$ cat src/rtl/icache_pkg.sv
// Shared types and address-field constants for the instruction-cache refill path.
// The line layout puts word offset 0 in the most significant 32 bits.
package icache_pkg;

  typedef enum logic [2:0] {
    ST_IDLE,
    ST_LOOKUP,
    ST_CHECK,
    ST_REFILL,
    ST_FILL
  } state_e;

  localparam int TAG_MSB = 31;
  localparam int TAG_LSB = 7;
  localparam int IDX_MSB = 6;
  localparam int IDX_LSB = 4;
  localparam int OFF_MSB = 3;
  localparam int OFF_LSB = 2;
  localparam int LINE_W  = 128;
  localparam int WORD_W  = 32;

  function automatic logic [WORD_W-1:0] line_word(input logic [LINE_W-1:0] line,
                                                  input logic [1:0]        off);
    logic [WORD_W-1:0] w;
    case (off)
      2'd0:    w = line[127:96];
      2'd1:    w = line[95:64];
      2'd2:    w = line[63:32];
      default: w = line[31:0];
    endcase
    return w;
  endfunction

endpackage

$ cat src/rtl/icache_line_assembler.sv
// Beat counter plus line buffer: collects one 32-bit word per accepted beat
// into its slot of a 128-bit line (beat 0 lands in the top word).
module icache_line_assembler
  import icache_pkg::*;
#(
  parameter int LINE_WORDS = 4
) (
  input  logic              clk,
  input  logic              rst_n,
  input  logic              clr,
  input  logic              beat_en,
  input  logic [WORD_W-1:0] wdata,
  output logic [1:0]        beat,
  output logic              last,
  output logic [LINE_W-1:0] line
);

  logic [1:0]        beat_q, beat_d;
  logic [LINE_W-1:0] line_q, line_d;

  always_comb begin
    beat_d = beat_q;
    line_d = line_q;
    if (clr) begin
      beat_d = 2'd0;
    end else if (beat_en) begin
      for (int w = 0; w < LINE_WORDS; w++) begin
        if (beat_q == w[1:0]) line_d[LINE_W-1-WORD_W*w -: WORD_W] = wdata;
      end
      beat_d = beat_q + 2'd1;
    end
  end

  always_ff @(posedge clk or negedge rst_n) begin
    if (!rst_n) begin
      beat_q <= 2'd0;
      line_q <= '0;
    end else begin
      beat_q <= beat_d;
      line_q <= line_d;
    end
  end

  assign beat = beat_q;
  assign last = (beat_q == 2'(LINE_WORDS - 1));
  assign line = line_q;

endmodule

$ cat src/rtl/icache_refill_ctrl.sv
// Fetch sequencer for the 8-line direct-mapped icache: lookup, refill on miss,
// replay the lookup after the fill, and keep saturating hit/miss statistics.
module icache_refill_ctrl
  import icache_pkg::*;
#(
  parameter int CNT_W      = 16,
  parameter int LINE_WORDS = 4
) (
  input  logic                      clk,
  input  logic                      rst_n,
  input  logic                      cpu_req,
  input  logic [31:0]               cpu_addr,
  output logic                      cpu_stall,
  output logic                      cpu_valid,
  output logic [31:0]               cpu_instr,
  output logic [31:0]               lk_addr,
  input  logic                      lk_hit,
  input  logic [31:0]               lk_instr,
  output logic                      fill_we,
  output logic [IDX_MSB-IDX_LSB:0]  fill_index,
  output logic [TAG_MSB-TAG_LSB:0]  fill_tag,
  output logic [LINE_W-1:0]         fill_line,
  output logic                      mem_req,
  output logic [31:0]               mem_addr,
  input  logic [31:0]               mem_rdata,
  input  logic                      mem_ack,
  output logic [CNT_W-1:0]          hit_cnt,
  output logic [CNT_W-1:0]          miss_cnt,
  output logic                      refill_err
);

  state_e            state_q, state_d;
  logic [31:0]       req_addr_q, req_addr_d;
  logic              replay_q, replay_d;
  logic              cpu_valid_q, cpu_valid_d;
  logic [31:0]       cpu_instr_q, cpu_instr_d;
  logic [CNT_W-1:0]  hit_cnt_q, hit_cnt_d;
  logic [CNT_W-1:0]  miss_cnt_q, miss_cnt_d;
  logic              refill_err_q, refill_err_d;

  logic              asm_clr, asm_en, asm_last;
  logic [1:0]        asm_beat;
  logic [LINE_W-1:0] asm_line;

  assign asm_clr = (state_q == ST_CHECK) && !lk_hit && !replay_q;
  assign asm_en  = (state_q == ST_REFILL) && mem_ack;

  icache_line_assembler #(.LINE_WORDS(LINE_WORDS)) u_asm (
    .clk     (clk),
    .rst_n   (rst_n),
    .clr     (asm_clr),
    .beat_en (asm_en),
    .wdata   (mem_rdata),
    .beat    (asm_beat),
    .last    (asm_last),
    .line    (asm_line)
  );

  always_comb begin
    state_d      = state_q;
    req_addr_d   = req_addr_q;
    replay_d     = replay_q;
    cpu_valid_d  = 1'b0;
    cpu_instr_d  = cpu_instr_q;
    hit_cnt_d    = hit_cnt_q;
    miss_cnt_d   = miss_cnt_q;
    refill_err_d = refill_err_q;
    case (state_q)
      ST_IDLE: begin
        if (cpu_req) begin
          req_addr_d = cpu_addr;
          replay_d   = 1'b0;
          state_d    = ST_LOOKUP;
        end
      end
      ST_LOOKUP: state_d = ST_CHECK;
      ST_CHECK: begin
        if (lk_hit) begin
          cpu_valid_d = 1'b1;
          cpu_instr_d = lk_instr;
          state_d     = ST_IDLE;
          if (!replay_q && hit_cnt_q != '1) hit_cnt_d = hit_cnt_q + CNT_W'(1);
        end else if (!replay_q) begin
          if (miss_cnt_q != '1) miss_cnt_d = miss_cnt_q + CNT_W'(1);
          state_d = ST_REFILL;
        end else begin
          // Replay still missed: hand back the word we just fetched, never loop.
          refill_err_d = 1'b1;
          cpu_valid_d  = 1'b1;
          cpu_instr_d  = line_word(asm_line, req_addr_q[OFF_MSB:OFF_LSB]);
          state_d      = ST_IDLE;
        end
      end
      ST_REFILL: begin
        if (mem_ack && asm_last) state_d = ST_FILL;
      end
      ST_FILL: begin
        replay_d = 1'b1;
        state_d  = ST_LOOKUP;
      end
      default: state_d = ST_IDLE;
    endcase
  end

  always_ff @(posedge clk or negedge rst_n) begin
    if (!rst_n) begin
      state_q      <= ST_IDLE;
      req_addr_q   <= '0;
      replay_q     <= 1'b0;
      cpu_valid_q  <= 1'b0;
      cpu_instr_q  <= '0;
      hit_cnt_q    <= '0;
      miss_cnt_q   <= '0;
      refill_err_q <= 1'b0;
    end else begin
      state_q      <= state_d;
      req_addr_q   <= req_addr_d;
      replay_q     <= replay_d;
      cpu_valid_q  <= cpu_valid_d;
      cpu_instr_q  <= cpu_instr_d;
      hit_cnt_q    <= hit_cnt_d;
      miss_cnt_q   <= miss_cnt_d;
      refill_err_q <= refill_err_d;
    end
  end

  assign cpu_stall  = (state_q != ST_IDLE);
  assign cpu_valid  = cpu_valid_q;
  assign cpu_instr  = cpu_instr_q;
  assign lk_addr    = req_addr_q;
  assign fill_we    = (state_q == ST_FILL);
  assign fill_index = req_addr_q[IDX_MSB:IDX_LSB];
  assign fill_tag   = req_addr_q[TAG_MSB:TAG_LSB];
  assign fill_line  = asm_line;
  assign mem_req    = (state_q == ST_REFILL);
  assign mem_addr   = {req_addr_q[TAG_MSB:OFF_MSB+1], asm_beat, 2'b00};
  assign hit_cnt    = hit_cnt_q;
  assign miss_cnt   = miss_cnt_q;
  assign refill_err = refill_err_q;

endmodule

$ cat config.mk
export PLATFORM = sky130hd
export DESIGN_NAME = icache_refill_ctrl
export DESIGN_NICKNAME = d
export VERILOG_FILES = /design/src/rtl/icache_pkg.sv /design/src/rtl/icache_line_assembler.sv /design/src/rtl/icache_refill_ctrl.sv
export SDC_FILE = /design/constraint.sdc
export NUM_CORES = 1
export LEC_CHECK = 0
export CAP_MARGIN = 20
export CORE_ASPECT_RATIO = 1.25
export CORE_MARGIN = 4
export CORE_UTILIZATION = 48
export DETAILED_ROUTE_END_ITERATION = 8
export HOLD_SLACK_MARGIN = 0.08
export PLACE_DENSITY = 0.95
export SYNTH_ARGS = -nofsm -noshare
export SYNTH_HDL_FRONTEND = slang
export SYNTH_SLANG_ARGS = --single-unit
$ cat constraint.sdc
create_clock -name clk -period 3.7 [get_ports clk]
set_input_delay 0.74 -clock clk [delete_from_list [all_inputs] [get_ports clk]]
set_output_delay 0.74 -clock clk [all_outputs]
set_load 0.05 [all_outputs]
==> reports/qor.yml <==
status:
  outcome: "finished clean"
synthesis:
  synth.mux.area_fraction_pct: 27.5
  synth_edf_count: 0
  ys.flop_type: "dfrtp_1"
  ys_types: 50
  synth_fa_ha_area_share_pct: 0.710
  seq_area_frac_synth_pct: 54.9
  yosysTopAreaCell: "dfrtp_1"
  yosysWarnings: 0
  synthTopCellsByCount: "dfrtp_1, mux2_2, buf_4, nor2_1, a21oi_1"
  syn_area_per_cell_um2: 13.8
  synth_top_family_by_area: "multiplexers"
  ys_top_cells_by_area: "dfrtp_1, mux2_2, mux4_2"
  ys_ff_latch: 232
  netlist.area_leader.share_pct: 54.9
  synth.most_common_cell: "dfrtp_1"
  ys_async_sr_fraction_pct: 100
  syn_inst: 764
  synthesis.area_mm2: 0.0106
  synthXorXnorAreaFrac_pct: 2.07
  yosys.area_share.simple_pct: 5.69
  synth_compound_area_share_pct: 2.91
drt:
  antenna_left: 0
  drt_iter0_drc: 359
  drc_errors: 0
  routedWlPerCell_um: 21.6
  post_drt_via_cell_ratio: 5.43
  first_pass_iters: 4
  num_vias: 7530
  finalWirelength_mm: 30.0
layout:
  fillers: 1445
  syn_to_final_growth_pct: 42.6
  multi_input_area_mm2: 0.00414
  regArea_mm2: 0.00581
  nNetsFinal: 1199
  antenna_cells: 0
  drive_above_1_share_pct: 23.8
setup_path:
  worst_r2r_endpoint: "u_asm.line[80]"
  r2r_start: "state_q[2]"
  path_cells: "or3_1, clkdlybuf4s50_1"
  criticalPathCategory: "reg2out"
  startpoint_type: "register"
  cp_num_buf_inv: 1
  cp_slowest_cell: "clkdlybuf4s50_1"
  required_ps: 2960
  crit_path_end_kind: "primary output"
  crit_family: "buffers and inverters"
  r2r_setup_slack_ps: 1340
  r2r_cells: 5
  crit_path_max_incr_delay_ps: 750
  critical_path.max_fanout: 8
  worstPathArrival_ps: 2160
global_routing:
  grt_overflow: 0
  antenna_found_initial: 0
  grt_util_met1_pct: 29.9
  grt_max_degree: 108
  busiest_layer: "met2"
  first_global_vias: 8359
  use_met2_pct: 42.8
  use_met3_pct: 4.73
  grt_use_total_pct: 24.4
  grt_pass1_wl_mm: 47.2
clock_tree:
  postCtsSetupBuffers: 0
  clkSinkCount: 232
  cts_tree: "done"
  cts_max_path_buffers: 3
  path_clk_slew_ps: 60
  holdBufCountCts: 0
  cts_resized: 0
  clk-insertion-delay-late_ps: 510
  htree_levels: 1
  numCtsBuffers: 23
  clockRootBuffer: "clkbuf_16"
sta:
  fmax_mhz: 345
  setup_violations: 0
  setup-tns-final_ps: 0
  slew_violations: 0
  fin_crit_sh_pct: 78.2
  finClkSkew_ps: 7.34
  max_slew_margin_pct: 34.6
  period_minus_slack_ps: 2900
  hold_violations: 0
  tightestPinTransition_ps: 977
  rsz0062_at_grt: "no"
floorplan:
  rows: 60
  io_pins: 390
  fp.dieArea_mm2: 0.0245
  start_util_pct: 48.9
  fp.dieH_um: 174
  coreArea_mm2: 0.0216
  die_w_um: 141
flow_run:
  maxCapViolations: 0
place:
  place.gp.congestion: 0.847
  io_buffers: 387
  dp_hpwl_mm: 21.4
worst_hold_path:
  hp-class: "in2async"
-- sequential cells by signal (all words and copies together) (netlist names) --
register and flops:
cpu_instr 32, cpu_valid 1, hit_cnt 16, lk_addr 32, miss_cnt 16, refill_err 1
replay_q 1, state_q 3, u_asm.beat 2, u_asm.line 128
-- layer usage --
layer	wire length (µm)	part of all wire, %	up-vias
li1	-	-	3316
met1	11400	38	3866
met2	15700	52	276
met3	1760	5.9	72
met4	1080	3.6	0
met5	0	0	-
-- cells in the final DEF, fill, tap and decap left out, types with 4 or more instances in the layout --
cell type / Yosys / routed
nand3_1: 9 / 9
clkdlybuf4s50_1: 0 / 385
clkbuf_16: 0 / 23
clkbuf_1: 5 / 4
xnor2_1: 10 / 10
mux2i_1: 32 / 32
nand2_2: 1 / 5
inv_1: 12 / 12
nor2_1: 51 / 49
nand4_1: 10 / 10
xor2_1: 15 / 15
buf_4: 58 / 7
nand2_1: 16 / 12
ha_1: 6 / 6
a21oi_1: 36 / 36
mux4_2: 32 / 32
clkbuf_8: 0 / 6
mux2_2: 164 / 164
dfrtp_1: 232 / 230
nor3_1: 8 / 8
-- worst max-delay path by stage --
| stage | cells after the start | to | from |
|---|---|---|---|
| after global routing | 2 | cpu_stall | state_q[0] |
| after floorplan | 7 | u_asm.line[10] | state_q[2] |
| after global placement | 6 | miss_cnt[14] | lk_hit |
| final | 2 | cpu_stall | state_q[0] |
| after CTS | 2 | cpu_stall | state_q[2] |
| after detailed placement | 4 | u_asm.line[83] | mem_ack |
-- metrics by stage --
step	worst slack [ps]	instances	utilization, %	cell area, µm²	hold slack [ps]
floorplan	1390	765	-	10600	444
global placement	896	1346	66.2	14300	448
detailed placement	846	1346	66.2	14300	454
CTS	771	1386	69.7	15100	318
global route	744	1386	69.7	15100	304
finish	805	1386	69.7	15100	256
-- worst register-to-register path, delay by kind of cell, from the launching register on --
family           cells  cell delay (ps)
and+or+nand+nor      4             1260
muxes                1              540
DFF                  1              430
-- layout make-up --
class | count | share of cell area (%)
multi-input combinational | 427 | 27.5
clock buffer | 33 | 4.47
tap | 279 | 2.32
clock inverter | 7 | 0.614
sequential | 232 | 38.5
inverter | 12 | 0.299
timing repair buffer | 396 | 26.3
-- logic make-up (layout without fill, tap and decap cells) --
logic type,after synthesis,in the layout
simple gates,117,117
mux,229,229
flops,232,232
xor+xnor,25,25
other cells,1,2
compound gates,48,48
fa+ha+maj,6,6
buf+inv,106,448
Power is left out: the tool's default activity adds up to more than one toggle a clock period on the data nets, which glitch-free logic cannot reach.
